<file path="src/rtl/diag_bus_arbiter.sv">
// ---------------------------------------------------------------------------
// diag_bus_arbiter
//
// Arbitrates ownership of the on-board RAM between the target CPU bus and the
// diagnostics SPI engine. A halt request stalls the CPU through RDY on a phi2
// falling edge. The RAM port is handed to diagnostics only once enough
// consecutive stalled read cycles have been seen, or once phi2 has been quiet
// for PHI2_TIMEOUT cycles. Ownership is returned on the next phi2 falling edge
// (or timeout) after halt drops.
//
// Ports:
//   fpga_clk, fpga_reset      system clock, asynchronous active-low reset
//   halt                      diagnostics halt request (level, fpga_clk domain)
//   phi2, cpu_rwb             CPU clock and read/write (async, synchronised here)
//   cpu_ram_cs, cpu_address,
//   cpu_data                  CPU-side RAM request
//   diag_address, diag_data,
//   diag_we, diag_cs          diagnostics-side RAM request
//   ram_address, ram_data_out,
//   ram_we, ram_cs            registered RAM port
//   rdy                       CPU RDY (1 = run)
//   granted                   1 = diagnostics owns the RAM
// ---------------------------------------------------------------------------
module diag_bus_arbiter #(
  parameter int SYNC_STAGES  = 2,
  parameter int SETTLE_PHI2  = 2,
  parameter int PHI2_TIMEOUT = 1024
) (
  input  logic        fpga_clk,
  input  logic        fpga_reset,
  input  logic        halt,
  input  logic        phi2,
  input  logic        cpu_rwb,
  input  logic        cpu_ram_cs,
  input  logic [15:0] cpu_address,
  input  logic [7:0]  cpu_data,
  input  logic [15:0] diag_address,
  input  logic [7:0]  diag_data,
  input  logic        diag_we,
  input  logic        diag_cs,
  output logic [15:0] ram_address,
  output logic [7:0]  ram_data_out,
  output logic        ram_we,
  output logic        ram_cs,
  output logic        rdy,
  output logic        granted
);

  localparam int TW = $clog2(PHI2_TIMEOUT + 1);
  localparam int CW = $clog2(SETTLE_PHI2 + 1);
  localparam logic [TW-1:0] TMO_LAST   = TW'(PHI2_TIMEOUT - 1);
  localparam logic [CW-1:0] COUNT_LAST = CW'(SETTLE_PHI2 - 1);

  typedef enum logic [1:0] {
    RUN     = 2'd0,
    STALL   = 2'd1,
    GRANTED = 2'd2,
    RELEASE = 2'd3
  } state_t;

  state_t                 state_r;
  logic [SYNC_STAGES-1:0] phi2_sync_r;
  logic [SYNC_STAGES-1:0] rwb_sync_r;
  logic                   phi2_d_r;
  logic                   stalled_r;
  logic [CW-1:0]          count_r;
  logic [TW-1:0]          tmo_r;

  logic          phi2_s;
  logic          rwb_s;
  logic          fall_s;
  logic          any_edge_s;
  logic          cpu_we_s;
  logic          tmo_hit_s;
  logic          settle_hit_s;
  logic [TW-1:0] tmo_next_s;

  // Synchronise the CPU-side phi2 and rwb and keep a delayed phi2 for edges.
  always_ff @(posedge fpga_clk or negedge fpga_reset) begin
    if (!fpga_reset) begin
      phi2_sync_r <= {SYNC_STAGES{1'b0}};
      rwb_sync_r  <= {SYNC_STAGES{1'b1}};
      phi2_d_r    <= 1'b0;
    end else begin
      phi2_sync_r[0] <= phi2;
      rwb_sync_r[0]  <= cpu_rwb;
      for (int i = 1; i < SYNC_STAGES; i++) begin
        phi2_sync_r[i] <= phi2_sync_r[i-1];
        rwb_sync_r[i]  <= rwb_sync_r[i-1];
      end
      phi2_d_r <= phi2_s;
    end
  end

  assign phi2_s     = phi2_sync_r[SYNC_STAGES-1];
  assign rwb_s      = rwb_sync_r[SYNC_STAGES-1];
  assign fall_s     = phi2_d_r & ~phi2_s;
  assign any_edge_s = phi2_d_r ^ phi2_s;
  // CPU writes only strobe the RAM during the high phase of phi2.
  assign cpu_we_s   = cpu_ram_cs & ~rwb_s & phi2_s;
  // A quiet phi2 for PHI2_TIMEOUT cycles means the CPU clock has stopped.
  assign tmo_hit_s  = ~any_edge_s & (tmo_r == TMO_LAST);
  // The edge that completes the required run of stalled reads.
  assign settle_hit_s = fall_s & stalled_r & rwb_s & (count_r == COUNT_LAST);

  // Saturating quiet-phi2 counter, cleared by any phi2 edge.
  always_comb begin
    tmo_next_s = tmo_r;
    if (any_edge_s) begin
      tmo_next_s = {TW{1'b0}};
    end else if (tmo_r != TMO_LAST) begin
      tmo_next_s = tmo_r + TW'(1);
    end else begin
      tmo_next_s = tmo_r;
    end
  end

  // Ownership FSM with registered RDY, grant flag and RAM port.
  // Any transition that changes the mux source loads ram_cs/ram_we as 0 so a
  // write strobe never straddles the ownership hand-over.
  always_ff @(posedge fpga_clk or negedge fpga_reset) begin
    if (!fpga_reset) begin
      state_r      <= RUN;
      stalled_r    <= 1'b0;
      count_r      <= {CW{1'b0}};
      tmo_r        <= {TW{1'b0}};
      rdy          <= 1'b1;
      granted      <= 1'b0;
      ram_cs       <= 1'b0;
      ram_we       <= 1'b0;
      ram_address  <= 16'h0000;
      ram_data_out <= 8'h00;
    end else begin
      case (state_r)
        RUN: begin
          rdy          <= 1'b1;
          granted      <= 1'b0;
          ram_address  <= cpu_address;
          ram_data_out <= cpu_data;
          ram_cs       <= cpu_ram_cs;
          ram_we       <= cpu_we_s;
          if (halt) begin
            state_r   <= STALL;
            stalled_r <= 1'b0;
            count_r   <= {CW{1'b0}};
            tmo_r     <= {TW{1'b0}};
          end else begin
            tmo_r <= tmo_next_s;
          end
        end
        STALL: begin
          granted <= 1'b0;
          if (!halt) begin
            state_r      <= RELEASE;
            tmo_r        <= {TW{1'b0}};
            ram_address  <= cpu_address;
            ram_data_out <= cpu_data;
            ram_cs       <= 1'b0;
            ram_we       <= 1'b0;
          end else if (settle_hit_s || tmo_hit_s) begin
            state_r      <= GRANTED;
            granted      <= 1'b1;
            rdy          <= 1'b0;
            tmo_r        <= {TW{1'b0}};
            ram_address  <= diag_address;
            ram_data_out <= diag_data;
            ram_cs       <= 1'b0;
            ram_we       <= 1'b0;
          end else begin
            // CPU writes still pass through: NMOS parts ignore RDY on writes.
            ram_address  <= cpu_address;
            ram_data_out <= cpu_data;
            ram_cs       <= cpu_ram_cs;
            ram_we       <= cpu_we_s;
            tmo_r        <= tmo_next_s;
            if (fall_s && !stalled_r) begin
              // First falling edge only asserts the stall; it is not counted.
              rdy       <= 1'b0;
              stalled_r <= 1'b1;
            end else if (fall_s && rwb_s) begin
              count_r <= count_r + CW'(1);
            end else if (fall_s) begin
              count_r <= {CW{1'b0}};
            end else begin
              count_r <= count_r;
            end
          end
        end
        GRANTED: begin
          rdy <= 1'b0;
          if (!halt) begin
            state_r      <= RELEASE;
            granted      <= 1'b0;
            tmo_r        <= {TW{1'b0}};
            ram_address  <= cpu_address;
            ram_data_out <= cpu_data;
            ram_cs       <= 1'b0;
            ram_we       <= 1'b0;
          end else begin
            granted      <= 1'b1;
            tmo_r        <= tmo_next_s;
            ram_address  <= diag_address;
            ram_data_out <= diag_data;
            ram_cs       <= diag_cs;
            ram_we       <= diag_we;
          end
        end
        RELEASE: begin
          granted      <= 1'b0;
          ram_address  <= cpu_address;
          ram_data_out <= cpu_data;
          ram_cs       <= 1'b0;
          ram_we       <= 1'b0;
          if (fall_s || tmo_hit_s) begin
            state_r <= RUN;
            rdy     <= 1'b1;
            tmo_r   <= {TW{1'b0}};
          end else begin
            tmo_r <= tmo_next_s;
          end
        end
        default: begin
          state_r <= RUN;
          rdy     <= 1'b1;
          granted <= 1'b0;
          ram_cs  <= 1'b0;
          ram_we  <= 1'b0;
          tmo_r   <= {TW{1'b0}};
        end
      endcase
    end
  end

endmodule

</file>
<file path="config.mk">
export PLATFORM = sky130hd
export DESIGN_NAME = diag_bus_arbiter
export DESIGN_NICKNAME = d
export VERILOG_FILES = /design/src/rtl/diag_bus_arbiter.sv
export SDC_FILE = /design/constraint.sdc
export NUM_CORES = 1
export LEC_CHECK = 0
export BUFFER_PORTS_ARGS = -buffer_cell sky130_fd_sc_hd__buf_2
export CAP_MARGIN = 15
export CELL_PAD_IN_SITES_DETAIL_PLACEMENT = 1
export CELL_PAD_IN_SITES_GLOBAL_PLACEMENT = 2
export CORE_ASPECT_RATIO = 0.6
export CORE_MARGIN = 2
export CORE_UTILIZATION = 31
export DETAILED_ROUTE_END_ITERATION = 7
export PLACE_DENSITY = 0.9
export SLEW_MARGIN = 10
export SYNTH_ARGS = -nofsm -noshare
export SYNTH_HDL_FRONTEND = slang
export SYNTH_SLANG_ARGS = --single-unit
</file>
<file path="constraint.sdc">
create_clock -name fpga_clk -period 2.43 [get_ports fpga_clk]
set_input_delay 0 -clock fpga_clk [delete_from_list [all_inputs] [get_ports fpga_clk]]
set_output_delay 0 -clock fpga_clk [all_outputs]
set_load 0.005 [all_outputs]
</file>
==> results.cfg, run 1 <==
[global_route]
grt_pass1_wl_um = 15600
grt_usage = 0.198
grt_pass1_vias = 3117
grt_use_met1 = 0.253
antenna_found_initial = 0
use_met3 = 0.0361
grt.busiest_layer = met2
use_met2 = 0.347
grt_max_degree = 49
overflow = 0

[cells_and_area]
design_area_um2 = 4090
utilization = 0.470
final_layout_size_suffix_gt1_frac = 0.275
diodes = 0
final_cells = 545
syn2layout_area_growth_pct = 44.0
final_cell_mix = 83 x buf_2, 55 x dlygate4sd3_1, 46 x dfrtp_1
final_common_cell = buf_2
nNetsFinal = 496

[clock_network]
cts.clk_slew.worst_paths_ns = 0.07
clk_latency_ns = 0.30
cts_tree = built
numCtsBuffers = 5
cts_buffer_depth = 2
clock_sinks = 49
ctsRootBufferMaster = clkbuf_16
htreeDepth = 2

[status]
outcome = complete, no violations

[timing]
hold_viol = 0
timing.fmax_ghz = 0.431
fin_hold_ws_ns = 0.0827
worst_slack_ns = 0.108
rsz0062_at_grt = true
period_needed_ns = 2.32
drv_slew = 0
tightestPinTransition_ns = 0.947
setup_viol = 0
fin_crit_sh = 0.956
slew_headroom = 0.369
skew_ns = 0.00720

[pwr]
pwr-share-seq = 0.317
power_density_nw_per_um2 = 920
combPwrFrac = 0.493
p_int_w = 0.00226
ir_worst_vdd_uv = 477
swShare = 0.399
p_leak_nw = 1.91
p_switching_w = 0.00150
clockPowerShare = 0.190

[detailed_routing]
ant_nets = 0
finalWirelength_um = 9720
viasPerCell = 5.48
drt-initial-drc-count = 161
drc_errors = 0
first_pass_iters = 4
num_vias = 2988
drt-wirelength-per-cell_um = 17.8

[placement]
hpwl_um = 6460
io_buffers = 83
place_congestion = 0.792
dpl-instance-area_um2 = 3340
post-place-ws_ns = 0.147
dpl.cell_count = 481

[worst_setup_path]
crit_family = buffers and inverters
worstPathCellList = inv_1 > ha_1 > nand4b_1 > o31ai_4 > o31a_1 > o41ai_2 > dlygate4sd3_1
arrival_ns = 2.55
reg2reg_slack_ns = 0.11
critPathLaunchType = register
path_class = reg2reg
cp.buffers_inverters = 2
worstPathRequired_ns = 2.66
cp-end-kind = register
critPathMaxFanout = 4
max_stage_delay_ns = 0.61
slowest_stage = dlygate4sd3_1

[synthesis]
ys.flop_type = dfrtp_1
synth_seq_cells = 49
synthesis.yosys.warnings = 0
synth_nets = 366
syn_inst = 302
synth-seq-area-share = 0.433
postSynthAreaPerCell_um2 = 9.40
ys_types = 51
synth_edf_count = 0
async_flop_share = 1.00
synth_area_um2 = 2840

[min_path]
min_path_type = in2async

[die]
ioPinCount = 84
dieWidth_um = 128
coreArea_um2 = 8690
dieArea_um2 = 9960
std_cell_rows = 26
start_util = 0.327
die_h_um = 78.1

[job]
cap_violations = 0
## power groups by stage
stage | clock network, W | logic [W] | registers (W)
after floorplan | 0 | 0.00102 | 0.00122
after global routing | 0.000766 | 0.00202 | 0.00121
after CTS | 0.000729 | 0.00174 | 0.00119
after detailed placement | 0 | 0.00164 | 0.00121
final | 0.000715 | 0.00185 | 0.00119
after global placement | 0 | 0.00157 | 0.00120
## path summary, 6_finish.rpt
check / start / cells after the start / to
setup / recovery: phi2_sync_r[1] / 7 / ram_we
hold / removal: fpga_reset / 2 / ram_data_out[4]
setup reg to reg: phi2_sync_r[1] / 7 / ram_we
hold reg to reg: rwb_sync_r[0] / 0 / rwb_sync_r[1]
max in group asynchronous: fpga_reset / 3 / rdy
min in group fpga_clk: halt / 3 / ram_address[13]
## metal layers
metal	up-vias	wire length, µm
met5	-	0
met4	0	136
met3	14	395
met2	77	4760
met1	1498	4430
li1	1399	-
## cell usage after synthesis (all sizes together) (4+ instances only)
master,n,area [µm²]
a21o,23,173
a21oi,5,25.0
a22oi,23,173
buf,7,52.5
clkbuf,16,60.1
dfrtp,46,1150
ha,8,100
inv,15,56.3
mux2i,5,50.1
nand2,29,109
nand3,33,165
nand4,27,184
nor2,8,30.0
nor3,4,20.0
o21ai,9,45.0
## repair_timing
action,CTS,global route
hold buffers,55,0
resized for setup,0,5
endpoints found under the hold margin,76,0
setup buffers,0,1
endpoints found under the setup margin,0,27
## state kept, by name, indices dropped and copies added, names as in the netlist
name / count
ram_address: 16
granted: 1
ram_cs: 1
ram_data_out: 8
phi2_sync_r: 2
tmo_r: 11
ram_we: 1
stalled_r: 1
state_r: 2
rwb_sync_r: 2
phi2_d_r: 1
count_r: 2
rdy: 1
## kinds of logic after synthesis
logic type                 Yosys count  synth area share
and+or+nand+nor                    119             0.228
AOI/OAI and AO/OA                   81             0.220
adders and majority gates            8            0.0353
buffers and inverters               38            0.0595
xor gates and xnor gates             1           0.00309
muxes                                6            0.0216
DFF                                 49             0.433
## cell type report
cell class / instances / area [µm²]
sequential: 49 / 1230
inverter: 15 / 56.3
multi-input combinational: 215 / 1490
clock inverter: 3 / 21.3
timing repair buffer: 146 / 1030
tap: 112 / 140
fill: 1012 / 4600
clock buffer: 5 / 125
## through the flow
stage	TNS (ns)	total power [W]
final	0	0.00376
after global routing	-0.0368	0.00400
after CTS	0	0.00366
after detailed placement	0	0.00285
after global placement	0	0.00277
after floorplan	0	0.00224
No activity file was read; power rests on OpenSTA's default activity.
==> inputs of run 2 (changes only) <==
--- a/config.mk
+++ b/config.mk
@@ -7,13 +7,11 @@
 export LEC_CHECK = 0
 export BUFFER_PORTS_ARGS = -buffer_cell sky130_fd_sc_hd__buf_2
 export CAP_MARGIN = 15
-export CELL_PAD_IN_SITES_DETAIL_PLACEMENT = 1
-export CELL_PAD_IN_SITES_GLOBAL_PLACEMENT = 2
 export CORE_ASPECT_RATIO = 0.6
 export CORE_MARGIN = 2
-export CORE_UTILIZATION = 31
+export CORE_UTILIZATION = 40
 export DETAILED_ROUTE_END_ITERATION = 7
-export PLACE_DENSITY = 0.9
+export PLACE_DENSITY = 0.74
 export SLEW_MARGIN = 10
 export SYNTH_ARGS = -nofsm -noshare
 export SYNTH_HDL_FRONTEND = slang
==> run 2 against run 1 <==
  * Fmax is 1.3% higher
  * Sequential cell count stayed put
  * Cell count is 6.2% lower
  * First-iteration DRC count is 46% higher
  * Via count is 1.5% lower
  * Hold slack worse by 0.075 ns
  * Clock power is 13% higher
==> results.cfg, run 2 (synthesized netlist as in run 1, its figures left out) <==
[worst_setup_path]
crit_family = simple AND/OR/NAND/NOR gates
crit_top_cell = inv_1
path_class = reg2reg
reg2reg_from = state_r[1]
max_stage_delay_ns = 0.80
r2r_cells = 7
critPathLaunchType = register
reg2reg_slack_ns = 0.14
worstPathRequired_ns = 2.64
cp.buffers_inverters = 3
arrival_ns = 2.51
cp-end-kind = register
worstPathCellList = inv_1 > ha_2 > buf_4 > inv_1 > and3_1 > a22oi_1 > nand3_1
r2r-end = ram_data_out[7]
critPathMaxFanout = 24
slowest_stage = and3_1

[clock_network]
numCtsBuffers = 5
clk_latency_ns = 0.28
cts_buffer_depth = 2
ctsRootBufferMaster = clkbuf_16
cts_tree = built
post_cts_resized = 0
htreeDepth = 2
clock_sinks = 49
cts.clk_slew.worst_paths_ns = 0.07

[cells_and_area]
syn2layout_area_growth_pct = 39.2
fillers = 569
regArea_um2 = 1230
largest_reg_flops = 16
diodes = 0
top_regs = ram_address (16), tmo_r (11), ram_data_out (8)
final_common_cell = buf_2
final_layout_size_suffix_gt1_frac = 0.271
final_cell_mix = 83 x buf_2, 46 x dfrtp_1, 46 x dlygate4sd3_1
multi_input_area_um2 = 1450
nNetsFinal = 487
largest-register = ram_address
utilization = 0.584

[detailed_routing]
drt-wirelength-per-cell_um = 16.1
viasPerCell = 5.76
drc_errors = 0
first_pass_iters = 5
num_vias = 2944
finalWirelength_um = 8250
drt-initial-drc-count = 235
ant_nets = 0

[global_route]
grt_usage = 0.211
grt_pass1_wl_um = 13400
grt.busiest_layer = met2
antenna_found_initial = 0
grt_use_met1 = 0.310
use_met3 = 0.0411
grt_pass1_vias = 2729
use_met2 = 0.327
grt_max_degree = 35
overflow = 0

[min_path]
min_path_type = in2reg
hold-path-endpoint = ram_address[6]
min_path_cells = 3
hp-start = cpu_address[6]

[placement]
hpwl_um = 5530
io_buffers = 83
place_congestion = 0.829

[pwr]
power_density_nw_per_um2 = 935
ir_worst_vdd_uv = 582
p_leak_nw = 1.87

[timing]
skew_ns = 0.00461
tightestPinTransition_ns = 0.930
period_needed_ns = 2.29
drv_slew = 0
timing.fmax_ghz = 0.436
rsz0062_at_grt = false
fin_crit_sh = 0.944
setup_viol = 0
hold_viol = 0
slew_headroom = 0.380
tns_ns = 0

[status]
outcome = complete, no violations

[die]
start_util = 0.420
ioPinCount = 84
dieArea_um2 = 7810
die_h_um = 69.2
dieWidth_um = 113
std_cell_rows = 23
coreArea_um2 = 6760

[job]
cap_violations = 0
run 2: routing by layer:
metal,up-vias,share of wire,wire (µm)
met3,6,0.082,673
met2,153,0.46,3800
met5,-,0,0
met1,1418,0.45,3700
met4,0,0.0090,74
li1,1367,-,-
run 2: area by class of cell:
cell class / count / share of cell area
clock buffer: 7 / 0.0361
clock inverter: 1 / 0.00760
inverter: 15 / 0.0143
multi-input combinational: 215 / 0.366
sequential: 49 / 0.311
tap: 87 / 0.0276
timing repair buffer: 137 / 0.237
run 2: timing repair:
action / 4_1_cts / 5_1_grt
hold buffers: 45 / 1
buffers inserted: 0 / 0
endpoints found under the setup margin: 0 / 0
endpoints found under the hold margin: 47 / 1
run 2: through the flow:
step / cell area, µm² / setup slack [ns] / power (W) / std cells / hold slack, ns
finish: 3950 / 0.137 / 0.00369 / 511 / 0.00742
global route: 3950 / 0.00112 / 0.00395 / 511 / 0.00549
CTS: 3940 / 0.181 / 0.00367 / 510 / 0.000351
detailed placement: 3320 / 0.238 / 0.00280 / 457 / 0.0303
global placement: 3320 / 0.314 / 0.00274 / 457 / 0.0122
floorplan: 2840 / 0.603 / 0.00224 / 302 / -0.296
run 2: how the worst max path moves through the flow:
stage,start,to,cells past startpoint
after floorplan,state_r[1],tmo_r[5],7
after global placement,state_r[1],ram_address[4],7
after detailed placement,state_r[1],ram_address[6],7
after CTS,state_r[1],ram_data_out[7],7
after global routing,state_r[1],ram_address[6],7
final,state_r[1],ram_data_out[7],7
run 2: worst reg2reg max path, cell delays in order (launching register included):
cell	delay (ns)
dfrtp_1	0.41
inv_1	0.10
ha_2	0.18
buf_4	0.21
inv_1	0.16
and3_1	0.80
a22oi_1	0.24
nand3_1	0.14
run 2: report_power, final:
group	internal, W	total, W	switching, W
Clock	0.000514	0.000805	0.000291
Sequential	0.00109	0.00119	0.000102
Combinational	0.000719	0.00170	0.000978
Total	0.00232	0.00369	0.00137
==> inputs of run 3 (changes only) <==
--- a/config.mk
+++ b/config.mk
@@ -12,6 +12,7 @@
 export CORE_UTILIZATION = 40
 export DETAILED_ROUTE_END_ITERATION = 7
 export PLACE_DENSITY = 0.74
+export REMOVE_ABC_BUFFERS = 1
 export SLEW_MARGIN = 10
 export SYNTH_ARGS = -nofsm -noshare
 export SYNTH_HDL_FRONTEND = slang
==> run 3 against run 2 <==
  * Core utilization increased by 1.5 points
  * Cell count grew 2.0%
  * Clock skew barely moved
  * Global-route usage grew 0.14 points
  * Final area rose by 2.6%
  * Hold slack gained 0.022 ns
  * Sequential cell count unchanged
  * Worst setup slack better by 0.045 ns
  * Via count is 0.24% higher
  * Register-to-register slack improved by 0.05 ns
  * Largest cell class unchanged
==> results.cfg, run 3 (synthesized netlist as in run 1, its figures left out) <==
[placement]
io_buffers = 83
hpwl_um = 5450
dpl-instance-area_um2 = 3310
dpl.cell_count = 456
place_congestion = 0.882
post-place-ws_ns = 0.0938

[timing]
tightestPinTransition_ns = 0.590
worst_slack_ns = 0.182
rsz0062_at_grt = false
setup_viol = 0
slew_headroom = 0.607
period_needed_ns = 2.25
hold_viol = 0
fin_crit_sh = 0.925
drv_slew = 0
timing.fmax_ghz = 0.445
skew_ns = 0.00452

[worst_setup_path]
cp.depth = 7
cp-end-kind = register
crit_family = buffers and inverters
path_class = reg2reg
worstPathRequired_ns = 2.66
crit_path_start = state_r[0]
max_stage_delay_ns = 0.58
reg2reg_slack_ns = 0.18
arrival_ns = 2.47
worstPathCellList = inv_1 > ha_1 > buf_4 > nand2_1 > o31a_1 > o41ai_1 > dlygate4sd3_1
r2r-end = ram_we
reg2reg_from = state_r[0]
cp.buffers_inverters = 3
r2r_cells = 7
slowest_stage = dlygate4sd3_1
crit_end = ram_we
critPathMaxFanout = 5
critPathLaunchType = register

[detailed_routing]
viasPerCell = 5.66
drc_errors = 0
first_pass_iters = 5
drt-initial-drc-count = 278
finalWirelength_um = 8350
drt-wirelength-per-cell_um = 16.0
num_vias = 2951
ant_nets = 0

[min_path]
min_path_type = in2reg

[global_route]
grt_max_degree = 37
grt_pass1_vias = 2853
antenna_found_initial = 0
overflow = 0
grt_usage = 0.212
grt_pass1_wl_um = 13500

[cells_and_area]
design_area_um2 = 4050
final_cells = 521
syn2layout_area_growth_pct = 42.8
final_common_cell = buf_2
largest_reg_flops = 16
top_regs = ram_address (16), tmo_r (11), ram_data_out (8)
nNetsFinal = 497
largest-register = ram_address
utilization = 0.599
final_layout_size_suffix_gt1_frac = 0.272
diodes = 0
final_cell_mix = 83 x buf_2, 54 x dlygate4sd3_1, 46 x dfrtp_1

[die]
dieArea_um2 = 7810
start_util = 0.420
dieWidth_um = 113
ioPinCount = 84
die_h_um = 69.2
coreArea_um2 = 6760
std_cell_rows = 23

[job]
cap_violations = 0

[pwr]
p_leak_nw = 1.92
power_density_nw_per_um2 = 933
ir_worst_vdd_uv = 506

[clock_network]
numCtsBuffers = 5
ctsRootBufferMaster = clkbuf_16
clk_latency_ns = 0.29
cts_buffer_depth = 2
cts.clk_slew.worst_paths_ns = 0.06
cts_tree = built
htreeDepth = 2
clock_sinks = 49

[status]
outcome = complete, no violations
[run 3: per-layer routing]
layer,vias to the layer above,global-route usage,wire [µm]
li1,1389,-,-
met1,1413,0.295,3810
met2,137,0.343,3820
met3,12,0.0385,588
met4,0,0.0569,126
met5,-,0,0
[run 3: where the power goes]
group | leakage (nW) | internal, W | switching (W)
Combinational | 1.21 | 0.000778 | 0.000987
Sequential | 0.623 | 0.00109 | 0.000115
Clock | 0.0841 | 0.000515 | 0.000299
[run 3: how the worst min path moves through the flow]
stage | endpoint | start | depth (start not counted)
after floorplan | count_r[0] | fpga_reset | 0
after global placement | phi2_sync_r[0] | fpga_reset | 1
after detailed placement | ram_cs | fpga_reset | 1
after CTS | ram_cs | cpu_ram_cs | 3
after global routing | ram_cs | cpu_ram_cs | 3
final | ram_cs | cpu_ram_cs | 3
[run 3: stage by stage]
step,hold WS [ns],power (W),setup TNS (ns)
after floorplan,-0.296,0.00217,-6.74
after global placement,0.0166,0.00278,0
after detailed placement,0.0337,0.00283,0
after CTS,0.0157,0.00371,0
after global routing,0.0367,0.00405,0
final,0.0295,0.00378,0
[run 3: cell type report]
cell class	count	area, µm²
multi-input cells	215	1450
clock inverters	1	30.0
flip-flops and latches	49	1230
repair buffers	147	1040
fillers	578	2710
inverters	15	56.3
clock buffers	7	143
well taps	87	109
[run 3: worst reg2reg max path: stages, from the launching register on]
cell           delay (ns)
dfrtp_1              0.42
inv_1                0.12
ha_1                 0.34
buf_4                0.15
nand2_1              0.07
o31a_1               0.27
o41ai_1              0.22
dlygate4sd3_1        0.58
[run 3: timing repair]
action | in CTS | in global routing
gates resized for setup | 0 | 1
setup buffers | 0 | 2
hold buffers | 54 | 0
hold endpoints to repair | 49 | 0
setup endpoints to repair | 0 | 5
